`src/rtl/mul_pkg.sv`:
```
// Shared types and sizing constants for the sequential divider.
package mul_pkg;

    localparam int unsigned DivBitlen = 17;
    localparam int unsigned DivCntW   = (DivBitlen > 1) ? $clog2(DivBitlen) : 1;

    typedef enum logic [1:0] {
        IDLE = 2'd0,
        BUSY = 2'd1,
        DONE = 2'd2
    } div_state_t;

endpackage

```
`src/rtl/mul_div_step.sv`:
```
// One restoring-division iteration: shift in the next dividend bit, trial-subtract the divisor.
module mul_div_step #(
    parameter int unsigned BITLEN = 17
) (
    input  logic [BITLEN:0]   rem_i,
    input  logic              qsh_msb_i,
    input  logic [BITLEN-1:0] b_i,
    output logic [BITLEN:0]   rem_o,
    output logic              q_bit_o
);

    logic [BITLEN:0]   shifted;
    logic [BITLEN+1:0] trial;

    // rem_i < b_i always holds, so rem_i[BITLEN] is zero and can be dropped by the shift.
    assign shifted = {rem_i[BITLEN-1:0], qsh_msb_i};
    assign trial   = {1'b0, shifted} - {2'b00, b_i};

    always_comb begin
        q_bit_o = ~trial[BITLEN+1];
        rem_o   = q_bit_o ? trial[BITLEN:0] : shifted;
    end

endmodule

```
`src/rtl/mul_div_seq.sv`:
```
// Sequential radix-2 restoring divider: 2*BITLEN-bit dividend by BITLEN-bit divisor,
// one quotient bit per cycle, valid/ready on both sides.
module mul_div_seq
    import mul_pkg::*;
#(
    parameter int unsigned BITLEN = DivBitlen
) (
    input  logic                clk,
    input  logic                reset,
    input  logic                in_valid,
    output logic                in_ready,
    input  logic [2*BITLEN-1:0] C,
    input  logic [BITLEN-1:0]   B,
    output logic                out_valid,
    input  logic                out_ready,
    output logic [BITLEN-1:0]   Q,
    output logic [BITLEN-1:0]   R,
    output logic                err
);

    localparam int unsigned CntW = (BITLEN > 1) ? $clog2(BITLEN) : 1;

    div_state_t          state_q, state_d;
    logic [BITLEN:0]     rem_q, rem_d;
    logic [BITLEN-1:0]   qsh_q, qsh_d;
    logic [BITLEN-1:0]   b_q, b_d;
    logic [CntW-1:0]     cnt_q, cnt_d;
    logic                err_q, err_d;

    logic [BITLEN:0]     step_rem;
    logic                step_qbit;
    logic [BITLEN-1:0]   c_hi;
    logic                div_err;

    assign c_hi    = C[2*BITLEN-1:BITLEN];
    // A high half at or above the divisor means the quotient cannot fit BITLEN bits.
    assign div_err = (B == '0) || (c_hi >= B);

    mul_div_step #(
        .BITLEN (BITLEN)
    ) u_step (
        .rem_i     (rem_q),
        .qsh_msb_i (qsh_q[BITLEN-1]),
        .b_i       (b_q),
        .rem_o     (step_rem),
        .q_bit_o   (step_qbit)
    );

    always_comb begin
        state_d = state_q;
        rem_d   = rem_q;
        qsh_d   = qsh_q;
        b_d     = b_q;
        cnt_d   = cnt_q;
        err_d   = err_q;

        unique case (state_q)
            IDLE: begin
                if (in_valid) begin
                    b_d = B;
                    if (div_err) begin
                        err_d   = 1'b1;
                        qsh_d   = '1;
                        rem_d   = '0;
                        state_d = DONE;
                    end else begin
                        err_d   = 1'b0;
                        rem_d   = {1'b0, c_hi};
                        qsh_d   = C[BITLEN-1:0];
                        cnt_d   = CntW'(BITLEN - 1);
                        state_d = BUSY;
                    end
                end
            end
            BUSY: begin
                rem_d = step_rem;
                qsh_d = {qsh_q[BITLEN-2:0], step_qbit};
                cnt_d = cnt_q - 1'b1;
                if (cnt_q == '0) begin
                    state_d = DONE;
                end
            end
            DONE: begin
                if (out_ready) begin
                    state_d = IDLE;
                end
            end
            default: begin
                state_d = IDLE;
            end
        endcase
    end

    always_ff @(posedge clk or posedge reset) begin
        if (reset) begin
            state_q <= IDLE;
            rem_q   <= '0;
            qsh_q   <= '0;
            b_q     <= '0;
            cnt_q   <= '0;
            err_q   <= 1'b0;
        end else begin
            state_q <= state_d;
            rem_q   <= rem_d;
            qsh_q   <= qsh_d;
            b_q     <= b_d;
            cnt_q   <= cnt_d;
            err_q   <= err_d;
        end
    end

    assign in_ready  = (state_q == IDLE);
    assign out_valid = (state_q == DONE);
    assign Q         = qsh_q;
    assign R         = rem_q[BITLEN-1:0];
    assign err       = err_q;

endmodule

```
`config.mk`:
```
export PLATFORM = sky130hd
export DESIGN_NAME = mul_div_seq
export DESIGN_NICKNAME = d
export VERILOG_FILES = /design/src/rtl/mul_pkg.sv /design/src/rtl/mul_div_step.sv /design/src/rtl/mul_div_seq.sv
export SDC_FILE = /design/constraint.sdc
export NUM_CORES = 1
export LEC_CHECK = 0
export CORE_UTILIZATION = 53
export CTS_BUF_LIST = sky130_fd_sc_hd__clkbuf_16
export DETAILED_ROUTE_END_ITERATION = 8
export PLACE_DENSITY = 0.94
export SETUP_SLACK_MARGIN = 0.02
export SYNTH_ARGS = -nofsm -noshare
export SYNTH_HDL_FRONTEND = slang
export SYNTH_HIERARCHICAL = 1
export SYNTH_SLANG_ARGS = --single-unit
```
`constraint.sdc`:
```
create_clock -name clk -period 3.54 [get_ports clk]
set_input_delay 0.708 -clock clk [delete_from_list [all_inputs] [get_ports clk]]
set_output_delay 0.708 -clock clk [all_outputs]
set_load 0.02 [all_outputs]
```
==> impl_metrics.csv <==
group,metric,value,unit
power,total_power,0.00630,W
worst_setup_path,critical_path.reg2reg.startpoint,"Q[16]$_DFFE_PP0P_",
sta,final.period_utilization,88.6,%
cts,cts_buffer_depth,2,
logic_synthesis,synthesis.nets,584,
worst_setup_path,cp.arrival,3340,ps
cts,clock_tree.htree_level_count,3,
cts,cts_hold_buffers,0,
power,cellLeakagePower,2.48,nW
sta,worst_slew_margin_rel,33.0,%
placement,portBuffers,91,
sta,tightestPinTransition,1000,ps
worst_setup_path,r2r_slack,400,ps
finish,total_area_of_multi_input_combinational_cells,2500,µm²
power,share_comb_of_total_power,64.7,%
logic_synthesis,yosys_warnings,6,
power,pwr_density_cell,1130,nW/µm²
sta,final_max_slew_viol_count,0,
cts,clk_pin_slew_worst_paths,60,ps
logic_synthesis,synth_area,4440,µm²
worst_setup_path,crit_path_start,"Q[16]$_DFFE_PP0P_",
drt,first_iter_violations,374,
cts,root_buffer,"sky130_fd_sc_hd__clkbuf_16",
worst_setup_path,endpoint,"rem_q[4]$_DFFE_PP0P_",
sta,setup_violations,0,
power,netSwitchingFraction,45.4,%
finish,diodes,0,
floorplan,placementRows,33,
cts,cts_setup_buffers,0,
power,net-switching-power,0.00286,W
finish,layoutNonFillerInstCount,669,
worst_setup_path,cp_max_fo,14,
worst_setup_path,crit_start_category,"register",
floorplan,die_area,8750,µm²
job,drv_cap,0,
sta,postLayoutSetupSlackWorst,402,ps
worst_setup_path,worst-r2r-cell-count,12,
floorplan,io-pin-count,92,
cts,clock_tree_sinks,59,
cts,cts_tree,"done",
drt,route.vias.total,4106,
sta,layout_min_cycle_time,3140,ps
worst_setup_path,critical_path.endpoint_type,"register",
power,ir_worst_vdd,582,µV
global_route,grt_first_pass_wirelength,19800,µm
drt,drt.antenna.violating_nets,0,
cts,clock_insertion_delay_at_the_later_pin_of_the_skew_report,340,ps
floorplan,floorplan.die.width,93.5,µm
worst_setup_path,endpoint_of_the_most_critical_register_to_register_path,"rem_q[4]$_DFFE_PP0P_",
global_route,first_global_vias,4038,
power,p_clk_share,14.2,%
finish,n_fill_cell,608,
finish,final_layout_size_suffix_gt1_share,14.9,%
sta,final.hold.worst_slack,512,ps
floorplan,die_h,93.5,µm
drt,vias_per_cell,6.14,
drt,routed_wire_length_per_instance,18.5,µm
placement,post-dp-hpwl,8840,µm
global_route,grt.total_usage,29.5,%
floorplan,initial_utilization,54.3,%
floorplan,core-area,8180,µm²
global_route,grt_overflow,0,
logic_synthesis,synthesis.area_per_instance,9.02,µm²
sta,finalHoldViolations,0,
worst_hold_path,min-delay-path-class,"reg -> reg",
finish,finalNetCount,651,
placement,worst_slack_placed,193,ps
placement,gpl.final_weighted_congestion,0.931,
worst_setup_path,cp_slowest_stage_delay,410,ps
worst_setup_path,crit_slowest_cell,"sky130_fd_sc_hd__fa_1",
outcome,outcome,"finished clean",
worst_setup_path,required,3740,ps
cts,cts-buffers-inserted,9,
logic_synthesis,synthesis.instances,492,
finish,regArea,1480,µm²
placement,place_inst,653,
worst_setup_path,cells_along_the_critical_path,"inv_1 > ha_1 > inv_1 > fa_1 > a21oi_1 > o211ai_2 > a21oi_2 > o221ai_2 > buf_4 > mux2_4 > a22oi_1 > o21ai_0",
power,internal_power,0.00344,W
global_route,number_of_antenna_violations_at_the_first_check_in_global_routing,0,
sta,fin_setup_tns,0,ps
cts,cts_resized,0,
worst_setup_path,cpMostUsedCell,"sky130_fd_sc_hd__inv_1",
drt,post_route_drc,0,
drt,drt-total-wl,12400,µm
sta,skew,5.61,ps
global_route,grt_max_degree,39,
sta,rsz0062_at_grt,"false",
power,seq_power_share,21.1,%
drt,drt-pass1-iter-count,5,
finish,flow.area_growth_from_synthesis,25.7,%
worst_setup_path,critPathKind,"reg -> reg",
sta,timing.fmax,319,MHz
[placed cells by master (no fill, tap or decap), drive strengths merged, types with 23 or more instances in the layout]
cell and instances:
nand2 44, nor3 23, a21oi 43, o21ai 46, inv 49, clkdlybuf4s50 91
mux2 23, ha 36, nor2 24, dfrtp 59
[power by group through the flow]
stage / logic (W) / clock network (W) / registers (W)
5_1_grt: 0.00439 / 0.000923 / 0.00137
2_1_floorplan: 0.00297 / 0 / 0.00136
3_3_place_gp: 0.00380 / 0 / 0.00130
3_5_place_dp: 0.00393 / 0 / 0.00133
6_report: 0.00408 / 0.000892 / 0.00133
4_1_cts: 0.00400 / 0.000895 / 0.00132
[critical path, delay by kind of cell, from the launching register on]
family	cells	cell delay, ps
compound gates	6	1300
fa+ha+maj	2	560
buf+inv	3	440
flops	1	400
mux	1	310
[state kept, by name, indices dropped and copies added (netlist names)]
signal and flops:
state_q 2, rem_q 17, cnt_q 5, Q 17
err 1, b_q 17
[worst min-delay path by stage]
stage | start | endpoint | slack (ps) | cells past startpoint
2_1_floorplan | cnt_q[0]$_DFFE_PP0P_ | cnt_q[0]$_DFFE_PP0P_ | 460 | 1
4_1_cts | b_q[1]$_DFFE_PP0P_ | b_q[1]$_DFFE_PP0P_ | 510 | 1
3_3_place_gp | cnt_q[0]$_DFFE_PP0P_ | cnt_q[0]$_DFFE_PP0P_ | 480 | 1
5_1_grt | b_q[3]$_DFFE_PP0P_ | b_q[3]$_DFFE_PP0P_ | 530 | 1
6_report | b_q[5]$_DFFE_PP0P_ | b_q[5]$_DFFE_PP0P_ | 510 | 1
3_5_place_dp | err$_DFFE_PP0P_ | err$_DFFE_PP0P_ | 490 | 2
[layout make-up]
cell class,instances,share of cell area [%]
well taps,105,2.35
clock buffers,9,4.04
repair buffers,99,17.6
flip-flops and latches,59,26.5
inverters,48,3.23
multi-input cells,342,44.9
clock inverters,7,1.39
[per-layer routing]
layer	track usage (%)	part of all wire, %	vias up	wire [µm]
li1	-	-	1862	-
met1	35.6	39	1972	4830
met4	14.7	3.3	0	412
met2	51.0	51	229	6330
met3	4.47	6.5	43	801
met5	0	0	-	0
[through the flow]
stage                     area (µm²)  utilization [%]
final                           5580             68.2
after global routing            5580             68.2
after CTS                       5580             68.2
after detailed placement        5280             64.5
after global placement          5280             64.5
after floorplan                 4440                -
Power figures use the tool's default switching activity.
==> RTL change (config.mk and constraints unchanged) <==
`DivBitlen`: 17 -> 34.
--- a/src/rtl/mul_pkg.sv
+++ b/src/rtl/mul_pkg.sv
@@ -3,3 +3,3 @@
 
-    localparam int unsigned DivBitlen = 17;
+    localparam int unsigned DivBitlen = 34;
     localparam int unsigned DivCntW   = (DivBitlen > 1) ? $clog2(DivBitlen) : 1;
Ports: changed (resized B, C, Q and R); port bits go from 92 to 177. The function was not compared with the original's and may differ.
==> RTL change against the original RTL <==
- wire length up 92%
- worst setup slack lost 0.29 ns
- area after synthesis grew 88%
- sequential cell count grew 52
- power rose by 100%
- combinational power up 130%
- critical path depth is 2 higher
- utilization is 0.33 points lower
- global-route usage rose by 0.083 points
- count of clock-buffer cells in the layout unchanged
- final area grew 86%
- largest power group unchanged
- highest routed layer unchanged
==> RTL change: results (changes against the original RTL) <==
[run_status]
outcome=complete, no violations  ; unchanged

[sta]
fin_skew_ns=0.0118  ; was 0.00561 ns
worst_slew_pin_slew_ns=0.902  ; was 1.00 ns
min_period_ns=3.43  ; was 3.14 ns

[route]
drt_iter0_markers=552  ; was 374
vias_per_cell=6.00  ; was 6.14
routedWlPerCell_um=18.3  ; was 18.5 um
num_vias=7828  ; was 4106
first_pass_iters=6  ; was 5

[setup_path]
crit_path_max_fanout=3  ; was 14
reg2reg_slack_ns=0.11  ; was 0.40 ns
reg2reg_to=rem_q[30]  ; was rem_q[4]
endpoint=rem_q[30]  ; was rem_q[4]
worst-r2r-cell-count=14  ; was 12
worstPathArrival_ns=3.67  ; was 3.34 ns
r2r-start=Q[33]  ; was Q[16]
criticalPathCategory=register to register  ; unchanged

[cts]
cts-root-buf=clkbuf_16  ; unchanged
htreeDepth=3  ; unchanged
insertion_delay_ns=0.38  ; was 0.34 ns
cts_buffers=9  ; unchanged
cts_max_path_buffers=2  ; unchanged
cts.clk_slew.worst_paths_ns=0.08  ; was 0.06 ns

[grt]
use_met3_pct=6.95  ; was 4.47%
antenna_found_initial=0  ; unchanged
grt_max_degree=112  ; was 39
grtUsageMet2_pct=51.2  ; was 51.0%
use_met1_pct=35.8  ; was 35.6%
track_usage_pct=29.6  ; was 29.5%
grt_pass1_vias=7721  ; was 4038
grt_pass1_wl_mm=38.1  ; was 19.8 mm

[placed_design]
dp_hpwl_mm=17.5  ; was 8.84 mm
place_ws_ns=0.135  ; was 0.193 ns
place_congestion=0.917  ; was 0.931
io_buffers=176  ; was 91

[power]
p_leak_nw=4.60  ; was 2.48 nW
ir_drop_mv=0.752  ; was 0.582 mV

[synthesis]
synth_cells=963  ; was 492
yosys_warnings=6  ; unchanged
synth.net_count=1140  ; was 584

[cells_and_area]
nets=1265  ; was 651
drive_gt1_share_pct=8.42  ; was 14.9%
antenna-diode-count=0  ; unchanged

[hold_path]
min_path_type=register to register  ; unchanged

## RTL change: per-layer routing
layer | routed length, um | part of all wire [%] | vias to the layer above
li1 | - | - | 3637
met1 | 9540 | 40 | 3790
met2 | 11700 | 49 | 355
met3 | 1850 | 7.8 | 46
met4 | 699 | 2.9 | 0
met5 | 0 | 0 | -
## RTL change: report_power, final
part           internal, mW  total, mW  switching (mW)
Clock                 0.509       1.06           0.553
Sequential             1.93       2.51           0.584
Combinational          4.34       9.24            4.90
Total                  6.78       12.8            6.03
## RTL change: worst min path at each step
stage	startpoint	end	slack, ns	cells past startpoint
2_1_floorplan	b_q[10]	b_q[10]	0.45	2
3_3_place_gp	b_q[19]	b_q[19]	0.46	2
6_report	b_q[1]	b_q[1]	0.49	2
5_1_grt	b_q[21]	b_q[21]	0.51	2
3_5_place_dp	b_q[10]	b_q[10]	0.47	2
4_1_cts	b_q[10]	b_q[10]	0.49	2
## RTL change: final cells by class
cell class / instances / area [um2]
clock inverter: 7 / 88.8
fill: 1223 / 4910
tap: 211 / 264
inverter: 83 / 328
multi-input combinational: 688 / 4760
timing repair inverter: 1 / 8.76
sequential: 111 / 2780
clock buffer: 9 / 225
timing repair buffer: 194 / 1950
## RTL change: worst max-delay path, cell delays in order, from the launching register on
cell and delay [ns]:
dfrtp_1 0.40, inv_1 0.08, ha_1 0.17, inv_1 0.07
fa_2 0.38, a211oi_2 0.27, o211ai_1 0.17, a311oi_2 0.40
o32ai_2 0.16, o41a_1 0.37, a21boi_1 0.19, xnor2_1 0.08
mux2_4 0.26, a22oi_1 0.17, o21ai_0 0.12
## RTL change: repair_timing
action	CTS	global route
endpoints found under the setup margin	0	31
buffers inserted	0	3
resized for setup	0	7
## RTL change: through the flow
stage	cell area [um2]	hold slack [ns]
detailed placement	10000	0.472
floorplan	8360	0.450
finish	10400	0.487
global placement	10000	0.463
CTS	10300	0.490
global route	10400	0.510
